`src/rtl/wb_pkg.sv`:
```
// Shared write-back definitions: source select encoding and datapath sizing
// used by decode, the put-constant lookup stage and the register file.
package wb_pkg;

  localparam int REG_W    = 8;
  localparam int NUM_REGS = 8;
  localparam int ADDR_W   = $clog2(NUM_REGS);

  typedef enum logic [1:0] {
    WB_ALU  = 2'd0,
    WB_PUT  = 2'd1,
    WB_MEM  = 2'd2,
    WB_RSVD = 2'd3
  } wb_sel_t;

endpackage

```
`src/rtl/put_wb_regfile.sv`:
```
// Write-back stage and register file: source mux, one pipeline register,
// register array, two forwarding read ports, PUT counter and illegal flag.
module put_wb_regfile
  import wb_pkg::*;
#(
  parameter int REG_W    = wb_pkg::REG_W,
  parameter int NUM_REGS = wb_pkg::NUM_REGS,
  parameter int ADDR_W   = wb_pkg::ADDR_W
) (
  input  logic              Clk,
  input  logic              Reset,
  input  logic              stall,
  input  logic              wr_en,
  input  logic [ADDR_W-1:0] wr_addr,
  input  logic [1:0]        wr_sel,
  input  logic [REG_W-1:0]  alu_result,
  input  logic [REG_W-1:0]  put_data,
  input  logic [REG_W-1:0]  mem_data,
  input  logic [ADDR_W-1:0] rd_addr_a,
  input  logic [ADDR_W-1:0] rd_addr_b,
  output logic [REG_W-1:0]  rd_data_a,
  output logic [REG_W-1:0]  rd_data_b,
  output logic              wb_pending,
  output logic [7:0]        put_count,
  output logic              illegal_sel
);

  logic [REG_W-1:0]  regs_q [NUM_REGS];
  logic [REG_W-1:0]  regs_d [NUM_REGS];
  logic              pipe_v_q, pipe_v_d;
  logic [ADDR_W-1:0] pipe_addr_q, pipe_addr_d;
  logic [REG_W-1:0]  pipe_data_q, pipe_data_d;
  logic [7:0]        put_count_q, put_count_d;
  logic              illegal_q, illegal_d;

  wb_sel_t          sel;
  logic             src_valid;
  logic [REG_W-1:0] src_data;
  logic             accept;

  function automatic logic addr_ok(input logic [ADDR_W-1:0] a);
    return int'(a) < NUM_REGS;
  endfunction

  // The pending entry shadows the array; unmapped addresses read as zero.
  function automatic logic [REG_W-1:0] fwd_read(
    input logic              pv,
    input logic [ADDR_W-1:0] pa,
    input logic [REG_W-1:0]  pd,
    input logic [ADDR_W-1:0] ra,
    input logic [REG_W-1:0]  arr_val
  );
    if (pv && (ra == pa)) return pd;
    if (addr_ok(ra))      return arr_val;
    return '0;
  endfunction

  assign sel    = wb_sel_t'(wr_sel);
  assign accept = !stall;

  always_comb begin
    src_valid = 1'b1;
    src_data  = '0;
    case (sel)
      WB_ALU:  src_data = alu_result;
      WB_PUT:  src_data = put_data;
      WB_MEM:  src_data = mem_data;
      default: src_valid = 1'b0;
    endcase
  end

  always_comb begin
    regs_d      = regs_q;
    pipe_v_d    = pipe_v_q;
    pipe_addr_d = pipe_addr_q;
    pipe_data_d = pipe_data_q;
    put_count_d = put_count_q;
    illegal_d   = illegal_q;

    if (pipe_v_q && addr_ok(pipe_addr_q)) begin
      regs_d[pipe_addr_q] = pipe_data_q;
    end

    if (accept) begin
      pipe_v_d    = wr_en && src_valid && addr_ok(wr_addr);
      pipe_addr_d = wr_addr;
      pipe_data_d = src_data;
      if (wr_en && (sel == WB_PUT) && (put_count_q != 8'hFF)) begin
        put_count_d = put_count_q + 8'd1;
      end
      if (wr_en && (sel == WB_RSVD)) begin
        illegal_d = 1'b1;
      end
    end else begin
      // Bubble: the held request is re-presented once stall drops.
      pipe_v_d = 1'b0;
    end
  end

  always_ff @(posedge Clk or posedge Reset) begin
    if (Reset) begin
      for (int i = 0; i < NUM_REGS; i++) begin
        regs_q[i] <= '0;
      end
      pipe_v_q    <= 1'b0;
      pipe_addr_q <= '0;
      pipe_data_q <= '0;
      put_count_q <= '0;
      illegal_q   <= 1'b0;
    end else begin
      regs_q      <= regs_d;
      pipe_v_q    <= pipe_v_d;
      pipe_addr_q <= pipe_addr_d;
      pipe_data_q <= pipe_data_d;
      put_count_q <= put_count_d;
      illegal_q   <= illegal_d;
    end
  end

  assign rd_data_a   = fwd_read(pipe_v_q, pipe_addr_q, pipe_data_q, rd_addr_a, regs_q[rd_addr_a]);
  assign rd_data_b   = fwd_read(pipe_v_q, pipe_addr_q, pipe_data_q, rd_addr_b, regs_q[rd_addr_b]);
  assign wb_pending  = pipe_v_q;
  assign put_count   = put_count_q;
  assign illegal_sel = illegal_q;

endmodule

```
`config.mk`:
```
export PLATFORM = sky130hd
export DESIGN_NAME = put_wb_regfile
export DESIGN_NICKNAME = d
export VERILOG_FILES = /design/src/rtl/wb_pkg.sv /design/src/rtl/put_wb_regfile.sv
export SDC_FILE = /design/constraint.sdc
export NUM_CORES = 1
export LEC_CHECK = 0
export CORE_MARGIN = 2
export CORE_UTILIZATION = 30
export CTS_CLUSTER_SIZE = 14
export DETAILED_ROUTE_END_ITERATION = 10
export GPL_TIMING_DRIVEN = 0
export PLACE_DENSITY = 0.52
export SLEW_MARGIN = 20
export SYNTH_ARGS = -nofsm -noshare
export SYNTH_HDL_FRONTEND = slang
export SYNTH_SLANG_ARGS = --single-unit
```
`constraint.sdc`:
```
create_clock -name Clk -period 3.55 [get_ports Clk]
set_input_delay 0.5325 -clock Clk [delete_from_list [all_inputs] [get_ports Clk]]
set_output_delay 0.5325 -clock Clk [all_outputs]
set_load 0.02 [all_outputs]
```
==> flow_metrics.tcl <==
set metrics [dict create \
    top_layer "met4" \
    core_region_area_um2 15100 \
    synth.cell_area_um2 4640 \
    worst_ir_drop_vdd_mv 0.301 \
    hold_violations 0 \
    regToRegStartpoint "wb_pending" \
    synth-adder-area-share 0.00270 \
    cellLeakagePower_nw 2.46 \
    htreeDepth 3 \
    critical_path.max_fanout 10 \
    met2_wirelength_mm 4.97 \
    power.share.switching 0.303 \
    cpMaxStageDelayCell "sky130_fd_sc_hd__clkdlybuf4s50_1" \
    first_global_vias 3322 \
    list_of_cells_traversed_by_the_critical_path "buf_4 > xnor2_1 > nand4_1 > buf_2 > a21oi_1 > clkdlybuf4s50_1" \
    routabilityCongestion 0.768 \
    final-max-slew-violation-count 0 \
    p_per_area_nw_per_um2 638 \
    post_route_ant_nets 0 \
    synth_simple_gate_area_frac 0.0908 \
    initial_utilization 0.306 \
    grt-ovfl-total 0 \
    total_number_of_vias 3207 \
    gr-usage-all-layers 0.148 \
    launching_element_of_the_worst_setup_path "pipe_addr_q[1]" \
    worst_setup_hold_path_clk_slew_ps 60 \
    setup_repair_after_global_routing_missed_its_margin "no" \
    cts_root_buffer "sky130_fd_sc_hd__clkbuf_16" \
    antenna_found_initial 0 \
    dr.pass1.iters 5 \
    synth_sequential_area_ratio 0.458 \
    max_freq_ghz 0.315 \
    tightest_slew_ps 763 \
    r2r_setup_slack_ps 1750 \
    cp_data_arrival_time_ps 2640 \
    met1Wirelength_mm 5.60 \
    worst_ep_required_time_ps 3020 \
    detailroute.wirelength.met3_um 661 \
    result_of_the_run "finished clean" \
    largest_family_of_logic_cells_by_synthesized_area "multiplexers" \
    worstHoldPathType "flop to flop" \
    cts_hold_buf 0 \
    post_cts.resized_instances 0 \
    postSynthNetCount 419 \
    chipWidth_um 128 \
    route.final.wire_length_mm 11.4 \
    post-dp-hpwl_mm 8.65 \
    fin_total_pwr_w 0.00370 \
    ys_warn_count 0 \
    fin_crit_sh 0.893 \
    avgViaCountPerCell 5.00 \
    flow.area_growth_from_synthesis_pct 25.1 \
    seq_power_share 0.407 \
    hold_depth 1 \
    grt_first_pass_wirelength_mm 18.7 \
    share_clk_of_total_power 0.277 \
    slowest_delay_ps 630 \
    final.min_clock_period_ps 3170 \
    grt_start_max_net_pins 50 \
    wire_per_inst_um 17.7 \
    critical_path.endpoint "rd_data_b[6]" \
    fin_nets 489 \
    clock_tree_from_tritoncts "built" \
    synth_compound_gate_area_share 0.0803 \
    place.port_buffers 58 \
    drt_iter0_drc 198 \
    multiplexer_fraction_of_the_synthesized_cell_area 0.298 \
    worstSetupPathType "flop to output pin" \
    antennaDiodeCount 0 \
    finClkSkew_ps 5.55 \
    insertion_delay_ps 350 \
    top_level_ports 65 \
    post_route_cells_drive_above_1_share 0.231 \
    ys.flop_type "sky130_fd_sc_hd__dfrtp_1" \
    syn_avg_cell_area_um2 12.2 \
    r2r-end "regs_q[24]" \
    post_synth_inst_count 379 \
    numCtsBuffers 9 \
    ffs_w_async_s_r_synth 1.00 \
    number_of_enable_type_register_cells_in_the_synthesized_netlist 0 \
    count_of_endpoints_failing_setup_in_the_final_report 0 \
    std_cell_rows 45 \
    post-cts-setup-buffers 0 \
    synth_seq_cells 85 \
    die_y_um 128 \
    post_route_drc 0 \
    post_synth_num_cell_types 36 \
    hold_ws_ps 491 \
    die-area_um2 16500 \
    crit_start_category "flop" \
    clkSinkCount 85 \
    count_of_max_cap_constraint_violations 0 \
    relSlewSlack 0.489 \
    internal_power_w 0.00258 \
    power_dissipated_by_switching_net_loads_w 0.00112 \
    cts.path.max_buffers 2 \
    pwr-share-comb 0.316 \
    yosys.area_share.xor_xnor 0.0245 \
    cp-end-kind "output pin" \
    r2r_cells 4 \
]
logic make-up after synthesis:
kind of cell / after synthesis
adder cells (fa/ha/maj): 1
multiplexers: 92
AO/OA/AOI/OAI: 69
buffers and inverters: 36
XOR/XNOR: 13
AND/OR/NAND/NOR: 83
flip-flops: 85
metal layers:
layer / vias to the layer above / GRT usage
met5: - / 0
met1: 1572 / 0.222
met2: 95 / 0.215
met4: 0 / 0.0420
met3: 11 / 0.0345
li1: 1529 / -
synth_stat cells, types with 4 or more instances:
master,instances,area (um^2)
sky130_fd_sc_hd__dfrtp_1,85,2130
sky130_fd_sc_hd__a211oi_1,8,60.1
sky130_fd_sc_hd__clkbuf_1,7,26.3
sky130_fd_sc_hd__buf_2,8,40.0
sky130_fd_sc_hd__nand2_1,36,135
sky130_fd_sc_hd__mux4_1,4,105
sky130_fd_sc_hd__xnor2_1,9,78.8
sky130_fd_sc_hd__xor2_1,4,35.0
sky130_fd_sc_hd__o21ai_0,33,165
sky130_fd_sc_hd__mux4_2,28,631
sky130_fd_sc_hd__inv_1,11,41.3
sky130_fd_sc_hd__mux2i_1,24,240
sky130_fd_sc_hd__nor2_1,28,105
sky130_fd_sc_hd__mux2_2,36,405
sky130_fd_sc_hd__a21oi_1,25,125
stage by stage:
stage,setup TNS [ps],util,instances,setup WS (ps),cell area (um^2)
global placement,-54540,0.360,625,-646,5460
floorplan,0,-,379,824,4640
CTS,0,0.383,642,319,5810
finish,0,0.383,642,379,5810
global route,0,0.383,642,238,5810
detailed placement,0,0.362,626,438,5480
cells in the final DEF (no fill, tap or decap), types with 8 or more instances in the layout:
cell / synthesis / final
sky130_fd_sc_hd__o21ai_0: 33 / 33
sky130_fd_sc_hd__clkbuf_1: 7 / 8
sky130_fd_sc_hd__a21oi_1: 25 / 25
sky130_fd_sc_hd__clkdlybuf4s50_1: 0 / 58
sky130_fd_sc_hd__nor2_1: 28 / 28
sky130_fd_sc_hd__xnor2_1: 9 / 9
sky130_fd_sc_hd__a211oi_1: 8 / 8
sky130_fd_sc_hd__inv_1: 11 / 10
sky130_fd_sc_hd__dfrtp_1: 85 / 85
sky130_fd_sc_hd__clkbuf_16: 0 / 9
sky130_fd_sc_hd__mux4_2: 28 / 28
sky130_fd_sc_hd__nand2_1: 36 / 36
sky130_fd_sc_hd__buf_2: 8 / 8
sky130_fd_sc_hd__mux2_2: 36 / 36
sky130_fd_sc_hd__mux2i_1: 24 / 24
power groups by stage:
stage,sequential [W],clock [W],combinational (W)
global route,0.00156,0.00110,0.00128
detailed placement,0.00153,0,0.00118
global placement,0.00150,0,0.00116
CTS,0.00151,0.00105,0.00119
finish,0.00151,0.00103,0.00117
floorplan,0.00147,0,0.000789
worst min path at each step:
stage               slack, ps          end        start
floorplan                 460   regs_q[33]   regs_q[33]
global placement          460  illegal_sel  illegal_sel
detailed placement        480  illegal_sel  illegal_sel
CTS                       490  illegal_sel  illegal_sel
global route              510  illegal_sel  illegal_sel
finish                    490  illegal_sel  illegal_sel
state kept, by name (all words and copies together) (netlist names):
register and count:
regs_q 64, pipe_data_q 8, put_count 8, pipe_addr_q 3
illegal_sel 1, wb_pending 1
area by class of cell:
cell class                      instances  area (um^2)
Sequential cell                        85         2130
Clock buffer                           11          243
Clock inverter                          5         83.8
Buffer                                 25          171
Inverter                               11         43.8
Multi-Input combinational cell        258         2300
Tap cell                              188          235
Fill cell                            1472         9340
Timing Repair Buffer                   59          601
critical path, delay by kind of cell, from the launching register on:
family / cells / cell delay [ps]
simple gates: 1 / 380
xor+xnor: 1 / 170
flops: 1 / 390
compound gates: 1 / 190
buf+inv: 3 / 1170
Power figures use the tool's default switching activity.
